--- src/rtl/pixie_pkg.sv ---
// pixie_pkg: frame geometry shared by the Pixie front and back ends, plus the DMA FSM states
package pixie_pkg;
  localparam int FB_MCYCLES = 14;
  localparam int FB_LINES = 262;
  localparam int FB_FIRST_ACTIVE = 64;
  localparam int FB_ROWS = 128;
  localparam int FB_BYTES = 8;
  localparam int ROW_W = 7;
  localparam int BYTE_W = 3;
  localparam int ADDR_W = ROW_W + BYTE_W;
  localparam int MC_W = 4;
  localparam int LINE_W = 9;
  typedef enum logic [1:0] {DMA_IDLE, DMA_REQ, DMA_DONE} dma_state_e;
  function automatic logic in_range(input logic [LINE_W-1:0] v, input int lo, input int hi);
    return (v >= LINE_W'(lo)) && (v < LINE_W'(hi));
  endfunction
endpackage

--- src/rtl/pixie_mc_line_counter.sv ---
// pixie_mc_line_counter: machine-cycle and scan-line counters with a line_wrap strobe
module pixie_mc_line_counter
  import pixie_pkg::*;
#(
  parameter int MCYCLES_PER_LINE = FB_MCYCLES,
  parameter int LINES_PER_FRAME = FB_LINES
) (
  input  logic              clk,
  input  logic              reset,
  input  logic              cpu_ce,
  output logic [MC_W-1:0]   mc,
  output logic [LINE_W-1:0] line,
  output logic              line_wrap
);
  logic [MC_W-1:0] mc_q, mc_d;
  logic [LINE_W-1:0] line_q, line_d;
  logic mc_last, line_last;
  always_comb begin
    mc_last = mc_q == MC_W'(MCYCLES_PER_LINE - 1);
    line_last = line_q == LINE_W'(LINES_PER_FRAME - 1);
    line_wrap = cpu_ce & mc_last;
    mc_d = !cpu_ce ? mc_q : mc_last ? '0 : mc_q + MC_W'(1);
    line_d = !line_wrap ? line_q : line_last ? '0 : line_q + LINE_W'(1);
  end
  always_ff @(posedge clk) begin
    if (reset) begin
      mc_q <= '0;
      line_q <= '0;
    end else begin
      mc_q <= mc_d;
      line_q <= line_d;
    end
  end
  assign mc = mc_q;
  assign line = line_q;
endmodule

--- src/rtl/pixie_dp_front_end.sv ---
// pixie_dp_front_end: CDP1861-style frame timing, INT/EF flags and DMA-out capture into the frame buffer
module pixie_dp_front_end
  import pixie_pkg::*;
#(
  parameter int MCYCLES_PER_LINE = FB_MCYCLES,
  parameter int LINES_PER_FRAME = FB_LINES,
  parameter int FIRST_ACTIVE_LINE = FB_FIRST_ACTIVE,
  parameter int ACTIVE_LINES = FB_ROWS,
  parameter int BYTES_PER_LINE = FB_BYTES,
  parameter int DMA_START_MC = 2,
  parameter int INT_LEAD_LINES = 2,
  parameter int EF_LEAD_LINES = 4
) (
  input  logic              clk,
  input  logic              reset,
  input  logic              cpu_ce,
  input  logic              disp_on,
  input  logic              disp_off,
  input  logic              dma_ack,
  input  logic [7:0]        data_in,
  output logic              dma_req,
  output logic              int_req,
  output logic              efx,
  output logic              fb_wr_en,
  output logic [ADDR_W-1:0] fb_addr,
  output logic [7:0]        fb_data,
  output logic              disp_en
);
  localparam int LAST_END = FIRST_ACTIVE_LINE + ACTIVE_LINES;
  logic [MC_W-1:0] mc;
  logic [LINE_W-1:0] line, row_full;
  logic line_wrap, active, start, capture, last_byte;
  dma_state_e state_q, state_d;
  logic [BYTE_W-1:0] byte_idx_q, byte_idx_d;
  logic disp_en_q, disp_en_d, dma_req_q, dma_req_d, int_req_q, int_req_d, efx_q, efx_d;
  logic fb_wr_en_q, fb_wr_en_d;
  logic [ADDR_W-1:0] fb_addr_q, fb_addr_d;
  logic [7:0] fb_data_q, fb_data_d;

  pixie_mc_line_counter #(
    .MCYCLES_PER_LINE(MCYCLES_PER_LINE),
    .LINES_PER_FRAME(LINES_PER_FRAME)
  ) u_cnt (
    .clk(clk),
    .reset(reset),
    .cpu_ce(cpu_ce),
    .mc(mc),
    .line(line),
    .line_wrap(line_wrap)
  );

  always_comb begin
    disp_en_d = disp_off ? 1'b0 : disp_on ? 1'b1 : disp_en_q;
    active = in_range(line, FIRST_ACTIVE_LINE, LAST_END);
    row_full = line - LINE_W'(FIRST_ACTIVE_LINE);
    start = cpu_ce & (mc == MC_W'(DMA_START_MC)) & active & disp_en_q & disp_en_d;
    capture = (state_q == DMA_REQ) & dma_ack & cpu_ce;
    last_byte = byte_idx_q == BYTE_W'(BYTES_PER_LINE - 1);
    state_d = (state_q == DMA_IDLE) ? (start ? DMA_REQ : DMA_IDLE)
            : (state_q == DMA_REQ) ? ((line_wrap | !disp_en_d) ? DMA_IDLE : (capture & last_byte) ? DMA_DONE : DMA_REQ)
            : (line_wrap ? DMA_IDLE : DMA_DONE);
    byte_idx_d = (state_q == DMA_IDLE) ? '0 : capture ? byte_idx_q + BYTE_W'(1) : byte_idx_q;
    dma_req_d = state_d == DMA_REQ;
    int_req_d = disp_en_q & in_range(line, FIRST_ACTIVE_LINE - INT_LEAD_LINES, FIRST_ACTIVE_LINE);
    efx_d = disp_en_q & (in_range(line, FIRST_ACTIVE_LINE - EF_LEAD_LINES, FIRST_ACTIVE_LINE)
                       | in_range(line, LAST_END - EF_LEAD_LINES, LAST_END));
    fb_wr_en_d = capture;
    fb_addr_d = capture ? {row_full[ROW_W-1:0], byte_idx_q} : fb_addr_q;
    fb_data_d = capture ? data_in : fb_data_q;
  end

  always_ff @(posedge clk) begin
    if (reset) begin
      state_q <= DMA_IDLE;
      byte_idx_q <= '0;
      disp_en_q <= 1'b0;
      dma_req_q <= 1'b0;
      int_req_q <= 1'b0;
      efx_q <= 1'b0;
      fb_wr_en_q <= 1'b0;
      fb_addr_q <= '0;
      fb_data_q <= '0;
    end else begin
      state_q <= state_d;
      byte_idx_q <= byte_idx_d;
      disp_en_q <= disp_en_d;
      dma_req_q <= dma_req_d;
      int_req_q <= int_req_d;
      efx_q <= efx_d;
      fb_wr_en_q <= fb_wr_en_d;
      fb_addr_q <= fb_addr_d;
      fb_data_q <= fb_data_d;
    end
  end

  assign dma_req = dma_req_q;
  assign int_req = int_req_q;
  assign efx = efx_q;
  assign fb_wr_en = fb_wr_en_q;
  assign fb_addr = fb_addr_q;
  assign fb_data = fb_data_q;
  assign disp_en = disp_en_q;
endmodule

--- config.mk ---
export PLATFORM = sky130hd
export DESIGN_NAME = pixie_dp_front_end
export DESIGN_NICKNAME = d
export VERILOG_FILES = /design/src/rtl/pixie_pkg.sv /design/src/rtl/pixie_mc_line_counter.sv /design/src/rtl/pixie_dp_front_end.sv
export SDC_FILE = /design/constraint.sdc
export NUM_CORES = 1
export LEC_CHECK = 0
export ABC_AREA = 1
export CAP_MARGIN = 5
export CORE_MARGIN = 3
export CORE_UTILIZATION = 50
export CTS_CLUSTER_SIZE = 28
export DETAILED_ROUTE_END_ITERATION = 8
export PLACE_DENSITY = 0.81
export SLEW_MARGIN = 15
export SYNTH_ARGS = -nofsm -noshare
export SYNTH_HDL_FRONTEND = slang
export SYNTH_HIERARCHICAL = 1
export SYNTH_SLANG_ARGS = --single-unit
--- constraint.sdc ---
create_clock -name clk -period 1.3 [get_ports clk]
set_input_delay 0.39 -clock clk [delete_from_list [all_inputs] [get_ports clk]]
set_output_delay 0.39 -clock clk [all_outputs]
set_load 0.02 [all_outputs]
Word level (Yosys, flattened, before mapping)
Index checks and enable logic that the tools add are counted.

Input bits: 14. Bits in registers: 41.

Mux-type cells: 10. $lt $le $gt $ge: 6. Eq/ne operators: 6. Bitwise logic cells: 12. Add/subtract/negate cells: 4. Reduce and logical (&&, ||, !) cells: 7.

Operator list (number): $ge 9x6->1 const B (2); $and 1x1->1 (10); $mux 2 (5); $add 9x1->9 const B (1); $eq 9x9->1 const B (1); $ge 9x7->1 const B (1); $ge 9x8->1 const B (1); $lt 9x7->1 const B (1); $lt 9x8->1 const B (1); $mux 9 (1); $sub 7x7->7 const B (1); $add 4x1->4 const B (1); $eq 2x1->1 const B (2); $eq 4x2->1 const B (1); $eq 4x4->1 const B (1); $logic_and 1x1->1 (4); $mux 4 (1); $add 3x1->3 const B (1); $eq 3x3->1 const B (1); $mux 1 (3); $logic_not 2->1 (1); $or 1x1->1 (2); $reduce_or 2->1 (1); $logic_not 1->1 (1).

Logic depth before layout (Yosys ltp)
Depth after elaboration: 9. Mapped depth: 9. Mapped depth without buffers: 9.

Cells and area by module
Netlist, hierarchy kept.

By module, submodules not included: pixie_dp_front_end (instances 1, area each 1083.5 um^2, cells an instance 138); pixie_mc_line_counter (instances 1, area each 711.9 um^2, cells an instance 102).

Least setup slack after synthesis
OpenSTA, ideal clock, no wires.

Path kind: register to register. Start: reg u_cnt.line_q[0], in the netlist u_cnt/line[0]. End: reg u_cnt.line_q[2], in the netlist u_cnt/line[2]. Cell stages (with the launch flop): 9. Arrival time: 1035 ps. Setup slack: 149 ps. Cells stage by stage: dfxtp_1 ha_1 nand2_1 inv_1 nand2_1 nor2_1 nand2_1 nand2_1 nor2_1.

Word-level cells in the longest chain between the ends: 2. Elaborated cells between the ends (all ways): 3.

RTL lines: from (decl) (RTL line pixie_mc_line_counter.sv:16) `logic [LINE_W-1:0] line_q, line_d;`; from (signal assigned) (RTL line pixie_mc_line_counter.sv:31) `line_q <= line_d;`; $add 9x1->9 or $eq 9x9->1 (tied branches) (RTL line pixie_mc_line_counter.sv:23, pixie_mc_line_counter.sv:20); $mux 9 (*) (RTL line pixie_mc_line_counter.sv:23) `line_d = !line_wrap ? line_q : line_last ? '0 : line_q + LINE_W'(1);`.

Mark *: on every way between the ends. The rest lies on a longest branch, timed or not. A chain may end at the register's enable or synchronous reset.

Worst setup path after layout
Start: reg fb_addr_q[0], in the netlist fb_addr[0]. End: out fb_addr[0].

RTL lines: from (decl) (RTL line pixie_dp_front_end.sv:37) `logic [ADDR_W-1:0] fb_addr_q, fb_addr_d;`; from (signal assigned) (RTL line pixie_dp_front_end.sv:91) `fb_addr_q <= fb_addr_d;`; to (decl) (RTL line pixie_dp_front_end.sv:25) `output logic [ADDR_W-1:0] fb_addr,`.

No word-level cell between the ends.

==> summary.txt <==
Synthesis
  • Synth Area in XOR/XNOR: 0%
  • Cell Area, Synth: 1800 sq um
  • Synthesis Warnings: 6
  • Post-synthesis mux area share: 0%
  • Distinct cells, synth: 26
  • Post-Syn Instances: 240
  • Sequential share of the synthesized area: 45.7%
  • Post-Synthesis Net Count: 258
  • Seq cells post-synth: 41
  • Post-synthesis simple-gate area fraction: 32.1%
  • Main combinational cell family by area after synthesis: simple AND/OR/NAND/NOR gates
  • Post-synthesis compound-gate area fraction: 11.9%
  • Adder and majority cell fraction of the synthesized area: 2.79%
  • Mean post-synth cell area: 7.48 sq um

GRT
  • GRT Resource Usage Total: 20.0%
  • Busiest layer in global routing: met2
  • Largest net degree at the start of global routing: 20
  • Remaining global-route overflow: 0
  • M3 GR Usage: 3.91%
  • Vias in the first global route: 1555
  • First-pass GRT wire length: 6760 microns
  • Initial antenna violation count: 0
  • Met1 usage: 25.6%
  • Met2 Resource Use GR: 32.2%

STA
  • Final hold vios: 0
  • Tmin final: 1.27 ns
  • RSZ-0062 raised after global routing: true
  • Worst Max-Slew Pin Slew: 0.462 ns
  • Slew headroom: 68.9%
  • Clock skew: 0.0137 ns
  • Setup-violating endpoint count in the final report: 0
  • Fmax: 786 MHz
  • Max-slew violation count: 0
  • Crit share post-route: 97.8%
  • Final hold slack: 0.411 ns

Finish
  • Area delta synth->final: 33.7%
  • Commonest non-fill, non-tap cell in the layout: nor2_1
  • Commonest non-fill, non-tap cells in the layout: nor2_1, dfxtp_1, nand2_1
  • Antenna cells: 0
  • Nets: 318
  • FILL cells: 280
  • Share of cells above drive strength 1: 26.9%
  • Post-route cell area: 2400 sq um
  • Non-Filler Instances: 347

Power and ir drop
  • Register share of total power: 61.5%
  • Clock network fraction of total power: 33.0%
  • Combinational share of power: 5.6%
  • PwrDens: 859 nW/um^2
  • Sw Ratio: 23.1%
  • Sw Pwr: 0.476 mW
  • VDD IR max: 557 uV
  • Int Power: 1.59 mW
  • P_leak: 1.11 nW

Route
  • Starting DRT DRC Count: 97
  • DRC: 0
  • Vias per cell: 4.99
  • TritonRoute pass-1 iters: 4
  • WL per Instance: 12.3 microns
  • Total number of vias: 1731
  • Antenna viol nets, final: 0
  • Final wirelength: 4270 microns

CTS
  • Num CTS Buffers: 5
  • CTS tree: done
  • CTS H-tree lvls: 2
  • Clk sinks: 41
  • Worst skew pair latency: 0.35 ns
  • Clock buffer depth: 2
  • Hold-fix buffers at CTS: 0
  • Root buffer cell: clkbuf_4
  • Reg clk slew, reported paths: 0.13 ns

Critical path
  • CP required: 0.91 ns
  • CP startpoint kind: flop
  • Crit-path cells: buf_2
  • WS Path Type: flop to primary output
  • Slowest Stage Delay on Critical Path: 0.36 ns
  • Slowest stage cell, crit path: dfxtp_1
  • Crit path max-delay family: flip-flops
  • Bufs and invs on worst path: 1
  • Critical Path End Type: primary output
  • Crit path DAT: 0.88 ns
  • Crit path max fanout: 2

Place
  • Number of port buffers: 36
  • HPWL after DPL: 2930 microns
  • Placement Cell Area: 2310 sq um
  • Gpl congestion: 0.799
  • Cell total after placement: 334

Min path
  • Min-Delay Path Class: input port to flop

Outcome
  • Outcome: complete, no violations

Die
  • Core ar.: 3390 sq um
  • Die H: 65.9 microns
  • Initial Util: 53.0%
  • # IOs: 37
  • Die W: 65.9 microns
  • Die ar.: 4350 sq um
  • Row count: 21

Job
  • Max-Cap Viols: 0
-- synthesized netlist by cell type --
| cell type | number | area (sq um) |
|---|---|---|
| o21ai_0 | 22 | 110 |
| nand3_1 | 19 | 95.1 |
| nor3b_2 | 1 | 12.5 |
| o221ai_1 | 1 | 8.76 |
| inv_2 | 1 | 3.75 |
| nand2_2 | 4 | 25.0 |
| nor2_4 | 2 | 22.5 |
| ha_1 | 4 | 50.1 |
| nand3_2 | 3 | 30.0 |
| buf_4 | 1 | 7.51 |
| nor2_2 | 2 | 12.5 |
| nand3b_1 | 2 | 15.0 |
| a21oi_2 | 2 | 17.5 |
| o21bai_1 | 3 | 22.5 |
| nand4_1 | 1 | 6.26 |
| dfxtp_1 | 41 | 821 |
| clkbuf_1 | 1 | 3.75 |
| inv_1 | 22 | 82.6 |
| a21oi_1 | 11 | 55.1 |
| buf_6 | 3 | 33.8 |
| clkinv_1 | 1 | 3.75 |
| nor4_1 | 1 | 6.26 |
| nand2_1 | 32 | 120 |
| or2_2 | 1 | 6.26 |
| nor3_1 | 2 | 10.0 |
| nor2_1 | 57 | 214 |
-- registers in the layout, indices dropped and copies added (netlist names) --
signal,flops
efx,1
fb_wr_en,1
u_cnt/mc,4
disp_en,1
fb_addr,10
int_req,1
dma_req,1
state_q,2
fb_data,8
byte_idx_q,3
u_cnt/line,9
-- final timing paths --
check / start / slack [ns] / endpoint / cells after the start
hold reg to reg: fb_addr[0] / 0.49 / fb_addr[0] / 2
setup / recovery: fb_addr[0] / 0.03 / fb_addr[0] / 1
setup reg to reg: u_cnt/mc[1] / 0.08 / state_q[0] / 6
hold / removal: reset / 0.41 / u_cnt/mc[2] / 2
-- cells by family after synthesis --
| family | after synthesis |
|---|---|
| flops | 41 |
| buf+inv | 29 |
| simple gates | 127 |
| compound gates | 39 |
| fa+ha+maj | 4 |
-- stage by stage --
step / power (mW) / setup TNS [ns] / utilization (%) / setup WS (ns)
6_report: 2.06 / 0 / 70.8 / 0.0283
5_1_grt: 2.14 / -0.0649 / 70.8 / -0.0194
4_1_cts: 2.09 / 0 / 66.7 / 0.00928
3_5_place_dp: 1.41 / -19.18 / 68.1 / -0.557
3_3_place_gp: 1.41 / -17.61 / 68.1 / -0.540
2_1_floorplan: 1.34 / 0 / - / 0.149
-- layer usage --
metal | up-vias | part of all wire [%]
met3 | 9 | 4.3
met2 | 42 | 47
li1 | 898 | -
met4 | 0 | 2.0
met1 | 782 | 46
met5 | - | 0
-- timing repair --
action,4_1_cts,5_1_grt
cloned,0,2
setup buffers,0,3
gates resized for setup,94,23
pin swaps,0,4
setup endpoints to repair,56,34
-- area by class of cell --
cell class	count	area, sq um	share of cell area, %
multi-input cells	170	860	35.8
flip-flops and latches	41	831	34.6
repair buffers	58	492	20.5
inverters	24	96.3	4.01
well taps	46	57.6	2.40
clock buffers	6	51.3	2.14
clock inverters	2	13.8	0.573
-- power groups by stage --
stage / clock network [mW] / registers, mW / logic (mW)
6_report: 0.680 / 1.27 / 0.115
5_1_grt: 0.745 / 1.27 / 0.124
4_1_cts: 0.702 / 1.27 / 0.113
3_5_place_dp: 0 / 1.30 / 0.115
3_3_place_gp: 0 / 1.30 / 0.115
2_1_floorplan: 0 / 1.30 / 0.0388
(Power assumes the default switching activity.)
